[config.mk]
export PLATFORM = sky130hd
export DESIGN_NAME = seg_scan_flat
export DESIGN_NICKNAME = d
export VERILOG_FILES = /design/src/rtl/seg_scan_if.sv /design/src/rtl/seg_scan.sv /design/src/flat_wrapper.sv
export SDC_FILE = /design/constraint.sdc
export NUM_CORES = 1
export LEC_CHECK = 0
export ABC_AREA = 1
export BUFFER_PORTS_ARGS = -buffer_cell sky130_fd_sc_hd__buf_2
export CELL_PAD_IN_SITES_DETAIL_PLACEMENT = 0
export CELL_PAD_IN_SITES_GLOBAL_PLACEMENT = 1
export CORE_UTILIZATION = 45
export DETAILED_ROUTE_END_ITERATION = 12
export PLACE_DENSITY = 0.93
export SYNTH_ARGS = -nofsm -noshare
export SYNTH_HDL_FRONTEND = slang
export SYNTH_SLANG_ARGS = --single-unit
[constraint.sdc]
create_clock -name clk -period 4.5 [get_ports clk]
set_clock_uncertainty 0.05 [all_clocks]
set_input_delay 0.675 -clock clk [delete_from_list [all_inputs] [get_ports clk]]
set_output_delay 0.675 -clock clk [all_outputs]
set_load 0.05 [all_outputs]
[src/rtl/seg_scan_if.sv]
// seg_scan_if: valid/ready frame transfer from the 7-segment decode stage into seg_scan.
interface seg_scan_if #(
    parameter int NDIG = 8
);
    logic              in_valid;
    logic              in_ready;
    logic [7*NDIG-1:0] in_seg;
    logic [NDIG-1:0]   in_dp;
    modport master (output in_valid, in_seg, in_dp, input in_ready);
    modport slave  (input in_valid, in_seg, in_dp, output in_ready);
endinterface

[src/rtl/seg_scan.sv]
// seg_scan: time-multiplexed seven-segment scanner; new frames take effect only at frame boundaries.
// Defining SEG_SCAN_MASK_EN adds i_en_mask to blank individual digits without changing slot timing.
module seg_scan #(
    parameter int NDIG  = 8,
    parameter int DWELL = 1000,
    parameter int GAP   = 16
) (
    input  logic            clk,
    input  logic            rst,
    seg_scan_if.slave       s,
`ifdef SEG_SCAN_MASK_EN
    input  logic [NDIG-1:0] i_en_mask,
`endif
    output logic [NDIG-1:0] o_an,
    output logic [6:0]      o_seg,
    output logic            o_dp,
    output logic            o_frame_done
);
    localparam int MX = (DWELL > GAP) ? DWELL : GAP;
    localparam int CW = (MX > 1) ? $clog2(MX) : 1;
    localparam int IW = $clog2(NDIG);
    typedef enum logic {BLANK, SHOW} state_t;
    state_t            r_state, w_nstate;
    logic [CW-1:0]     r_cnt, w_ncnt;
    logic [IW-1:0]     r_idx, w_nidx;
    logic [7*NDIG-1:0] r_disp_seg, r_pend_seg, w_ndisp_seg;
    logic [NDIG-1:0]   r_disp_dp, r_pend_dp, w_ndisp_dp, w_en;
    logic              r_ready, w_last, w_wrap, w_commit, w_show;
    assign s.in_ready = r_ready;
`ifdef SEG_SCAN_MASK_EN
    assign w_en = i_en_mask;
`else
    assign w_en = '1;
`endif
    // Outputs are registered from next-state values so they line up with the FSM phase.
    always_comb begin
        w_last      = (r_state == SHOW) ? (r_cnt == CW'(DWELL - 1)) : (r_cnt == CW'(GAP - 1));
        w_nstate    = w_last ? ((r_state == SHOW) ? BLANK : SHOW) : r_state;
        w_ncnt      = w_last ? '0 : r_cnt + 1'b1;
        w_wrap      = w_last && (r_state == BLANK) && (r_idx == IW'(NDIG - 1));
        w_nidx      = (w_last && r_state == BLANK) ? (w_wrap ? '0 : r_idx + 1'b1) : r_idx;
        w_commit    = w_wrap && !r_ready;
        w_ndisp_seg = w_commit ? r_pend_seg : r_disp_seg;
        w_ndisp_dp  = w_commit ? r_pend_dp : r_disp_dp;
        w_show      = (w_nstate == SHOW) && w_en[w_nidx];
    end
    always_ff @(posedge clk) begin
        if (rst) begin
            r_state <= BLANK;
            r_cnt   <= '0;
            r_idx   <= IW'(NDIG - 1);
        end else begin
            r_state <= w_nstate;
            r_cnt   <= w_ncnt;
            r_idx   <= w_nidx;
        end
    end
    // in_ready doubles as the pending-empty flag, so transfer and commit never collide.
    always_ff @(posedge clk) begin
        if (rst) begin
            r_ready      <= 1'b1;
            r_pend_seg   <= '1;
            r_pend_dp    <= '0;
            r_disp_seg   <= '1;
            r_disp_dp    <= '0;
            o_an         <= '1;
            o_seg        <= 7'h7F;
            o_dp         <= 1'b1;
            o_frame_done <= 1'b0;
        end else begin
            r_disp_seg   <= w_ndisp_seg;
            r_disp_dp    <= w_ndisp_dp;
            if (w_commit) begin
                r_ready <= 1'b1;
            end else if (s.in_valid && r_ready) begin
                r_pend_seg <= s.in_seg;
                r_pend_dp  <= s.in_dp;
                r_ready    <= 1'b0;
            end
            o_an         <= w_show ? ~(NDIG'(1) << w_nidx) : '1;
            o_seg        <= w_show ? w_ndisp_seg[7*w_nidx +: 7] : 7'h7F;
            o_dp         <= w_show ? ~w_ndisp_dp[w_nidx] : 1'b1;
            o_frame_done <= w_wrap;
        end
    end
endmodule

[src/flat_wrapper.sv]
// flat-port wrapper written by rule: the top's interface ports become plain ports
module seg_scan_flat 
#(
    parameter int NDIG  = 8,
    parameter int DWELL = 1000,
    parameter int GAP   = 16
)
  (clk, rst, o_an, o_seg, o_dp, o_frame_done, s_in_valid, s_in_seg, s_in_dp, s_in_ready);
  seg_scan_if #(.NDIG(NDIG)) s_i ();
  input  logic clk;
  input  logic rst;
  output logic [NDIG-1:0] o_an;
  output logic [6:0] o_seg;
  output logic o_dp;
  output logic o_frame_done;
  input wire logic [$bits(s_i.in_valid)-1:0] s_in_valid;
  input wire logic [$bits(s_i.in_seg)-1:0] s_in_seg;
  input wire logic [$bits(s_i.in_dp)-1:0] s_in_dp;
  output wire logic [$bits(s_i.in_ready)-1:0] s_in_ready;
  assign s_i.in_valid = s_in_valid;
  assign s_i.in_seg = s_in_seg;
  assign s_i.in_dp = s_in_dp;
  assign s_in_ready = s_i.in_ready;
  seg_scan #(.NDIG(NDIG), .DWELL(DWELL), .GAP(GAP)) u_core (.clk(clk), .rst(rst), .s(s_i), .o_an(o_an), .o_seg(o_seg), .o_dp(o_dp), .o_frame_done(o_frame_done));
endmodule
==> results.sh <==
export IMPL_synth_edf_count=0
export IMPL_setup_viol=0
export IMPL_cts_inserted_buffers=17
export IMPL_yosysMostFrequentCell="nand2_1"
export IMPL_startpoint_type="register"
export IMPL_dr_pass1_iters=5
export IMPL_async_flop_share_pct=0
export IMPL_via_count=5179
export IMPL_portBuffers=84
export IMPL_grt_max_degree=72
export IMPL_max_freq_mhz=343.6
export IMPL_first_global_vias=4725
export IMPL_drv_slew=0
export IMPL_clk_latency_ns=0.42
export IMPL_ys_warn_count=0
export IMPL_hold_viol_final=0
export IMPL_syn_to_final_growth_pct=16.42
export IMPL_cpMostUsedCell="nand2_1"
export IMPL_status="finished clean"
export IMPL_n_antenna_cell=0
export IMPL_io_pins=85
export IMPL_grt_use_total_pct=19.79
export IMPL_stdcell_area_um2=7353
export IMPL_cp_required_ns=4.81
export IMPL_avgSynthCellArea_um2=7.431
export IMPL_dieArea_um2=14510
export IMPL_synth_common_cells="nand2_1 (299), dfxtp_1 (160), nor2_1 (74)"
export IMPL_dieWidth_um=120.5
export IMPL_drt_iter0_markers=282
export IMPL_rsz0062_at_grt="no"
export IMPL_crit_fanout=31
export IMPL_syn_area_um2=6316
export IMPL_ir_drop_mv=0.2688
export IMPL_antenna_left=0
export IMPL_synth_top_area_cell="dfxtp_1"
export IMPL_cts_buffer_depth=2
export IMPL_drt_wirelength_per_cell_um=12.18
export IMPL_maxCapViolCount=0
export IMPL_multiInputGateArea_um2=2592
export IMPL_clock_sinks=160
export IMPL_regToRegEndpoint="u_core.o_seg[4]$_SDFF_PP1_"
export IMPL_core_um2=13450
export IMPL_path_clk_slew_ns=0.06
export IMPL_hp_class="reg -> reg"
export IMPL_arrival_ns=3.22
export IMPL_drive_gt1_share_pct=16.95
export IMPL_leakage_uw=0.003573
export IMPL_period_needed_ns=2.910
export IMPL_crit_chain="or2_2 > o21ai_0 > nand4_1 > inv_1 > ha_1 > nand2_2 > nor2_4 > buf_4 > nand2_1 > nand2_1 > nand2_1 > nand3_1 > nor2_1 > nor2_1"
export IMPL_yosysSeqAreaShare_pct=50.71
export IMPL_hold_buffers=0
export IMPL_power_density_nw_per_um2=413.7
export IMPL_cts_tree="built"
export IMPL_core_rowCount=42
export IMPL_num_fill_cells=1340
export IMPL_place_detailed_hpwl_um=8765
export IMPL_grt_pass1_wl_um=22800
export IMPL_cts_max_level=4
export IMPL_synth_top_area_share_pct=50.71
export IMPL_cp_slowest_cell="nor2_4"
export IMPL_r2r_cells=14
export IMPL_reg2reg_from="u_core.r_cnt[5]$_SDFF_PP0_"
export IMPL_final_setup_tns_ns=0
export IMPL_drc_errors=0
export IMPL_syn_inst=850
export IMPL_place_congestion=0.7723
export IMPL_maxSlewHeadroom_pct=51.29
export IMPL_critPathKind="reg -> reg"
export IMPL_cts_resized_gates=0
export IMPL_yosysUniqueCellTypes=26
export IMPL_die_h_um=120.5
export IMPL_routed_via_density=4.700
export IMPL_cp_slowest_stage_delay_ns=0.43
export IMPL_wl_um=13420
export IMPL_start_util_pct=46.95
export IMPL_cp_end_kind="register"
export IMPL_r2r_slack_ns=1.59
export IMPL_critPathCapture="u_core.o_seg[4]$_SDFF_PP1_"
export IMPL_placed_cell_area_um2=6770
export IMPL_seq_area_um2=3203
export IMPL_antenna_found_initial=0
export IMPL_ys_dominant_reg_cell="dfxtp_1"
export IMPL_ys_seq_elements=160
export IMPL_cts_root_buf="clkbuf_16"
export IMPL_final_nets=985
export IMPL_post_route_period_util_pct=64.67
export IMPL_cp_startpoint="u_core.r_cnt[5]$_SDFF_PP0_"
export IMPL_tightest_slew_ns=0.7307
export IMPL_cts_setup_buffers=0
export IMPL_synth_nets=921
export IMPL_synthTopCellsByArea="dfxtp_1 (51%), nand2_1 (18%), o211ai_1 (4.5%), nand3_1 (4.4%), nor2_1 (4.4%)"
export IMPL_grt_overflow=0
-- cell families (layout without fill, tap and decap cells) --
| family | count (synthesis) | in the layout | synth area share [%] |
|---|---|---|---|
| fa+ha+maj | 4 | 4 | 0.7924 |
| compound gates | 93 | 93 | 8.875 |
| buf+inv | 122 | 198 | 8.241 |
| simple gates | 463 | 463 | 30.27 |
| flops | 160 | 160 | 50.71 |
| xor+xnor | 8 | 8 | 1.109 |
-- cell type report --
class,instances,share of cell area [%]
clock buffer,22,6.449
clock inverter,9,1.480
inverter,77,3.931
multi-input combinational,568,35.26
sequential,160,43.56
tap,176,2.995
timing repair buffer,90,6.330
-- routing by layer --
layer  up-vias  wire length, um  global-route usage, %
met4         0              201                  7.176
met3        15              665                  4.104
met1      2262             6956                  28.38
met2       115             5598                  29.20
li1       2787                -                      -
met5         -                0                      0
-- where the power goes --
group,switching [uW],leakage [uW],internal (uW)
Combinational,94.7,0.00199,56.4
Clock,551,0.000274,856
Sequential,19.1,0.00131,1460
Total,665,0.00357,2380
-- worst min path at each step --
stage | startpoint | end | slack [ns] | cells past startpoint
global route | s_in_seg[39] | u_core.r_pend_seg[39]$_SDFFE_PP1P_ | 0.40 | 3
floorplan | u_core.r_cnt[0]$_SDFF_PP0_ | u_core.r_cnt[0]$_SDFF_PP0_ | 0.37 | 1
finish | u_core.r_cnt[0]$_SDFF_PP0_ | u_core.r_cnt[0]$_SDFF_PP0_ | 0.40 | 1
detailed placement | u_core.r_cnt[0]$_SDFF_PP0_ | u_core.r_cnt[0]$_SDFF_PP0_ | 0.39 | 1
global placement | u_core.r_cnt[0]$_SDFF_PP0_ | u_core.r_cnt[0]$_SDFF_PP0_ | 0.38 | 1
CTS | s_in_seg[54] | u_core.r_pend_seg[54]$_SDFFE_PP1P_ | 0.39 | 3
-- critical path, delay by kind of cell, from the launching register on --
| kind | cells | cell delay (ns) |
|---|---|---|
| buffers and inverters | 2 | 0.47 |
| AO/OA/AOI/OAI | 1 | 0.17 |
| adder cells (fa/ha/maj) | 1 | 0.33 |
| AND/OR/NAND/NOR | 10 | 1.46 |
| flip-flops | 1 | 0.35 |
-- state kept, by name, summed over array words and instances (netlist names) --
signal and cells:
u_core.o_seg 7, u_core.o_dp 1, u_core.r_state 1, u_core.r_disp_dp 8, u_core.r_pend_dp 8, u_core.r_cnt 10
u_core.r_pend_seg 56, u_core.r_disp_seg 56, u_core.o_an 8, u_core.s.in_ready 1, u_core.r_idx 3, u_core.o_frame_done 1
-- placed cells by master (no fill, tap or decap), types with 3 or more instances in the layout --
cell and count:
nand3_2 4, ha_1 4, xor2_1 6, nand3_1 56, inv_2 7, clkbuf_16 17, buf_2 84, nand2_1 299
clkinvlp_4 4, o21ai_0 44, o21ai_1 4, nand2_2 4, clkbuf_8 3, or2_2 21, inv_1 69, o211ai_1 38
a21oi_1 7, nor2_1 74, dfxtp_1 160, buf_4 6
-- through the flow --
stage	cells	worst slack [ns]	hold WS [ns]	power, uW	utilization (%)
floorplan	850	2.364	0.3679	1607	-
global placement	1071	1.647	0.3804	1664	50.33
detailed placement	1071	1.579	0.3893	1665	50.33
CTS	1102	1.571	0.3899	3066	54.66
global route	1102	1.222	0.3994	3148	54.66
finish	1102	1.590	0.3990	3042	54.66
Note: power is estimated with default switching activity, not from simulation.
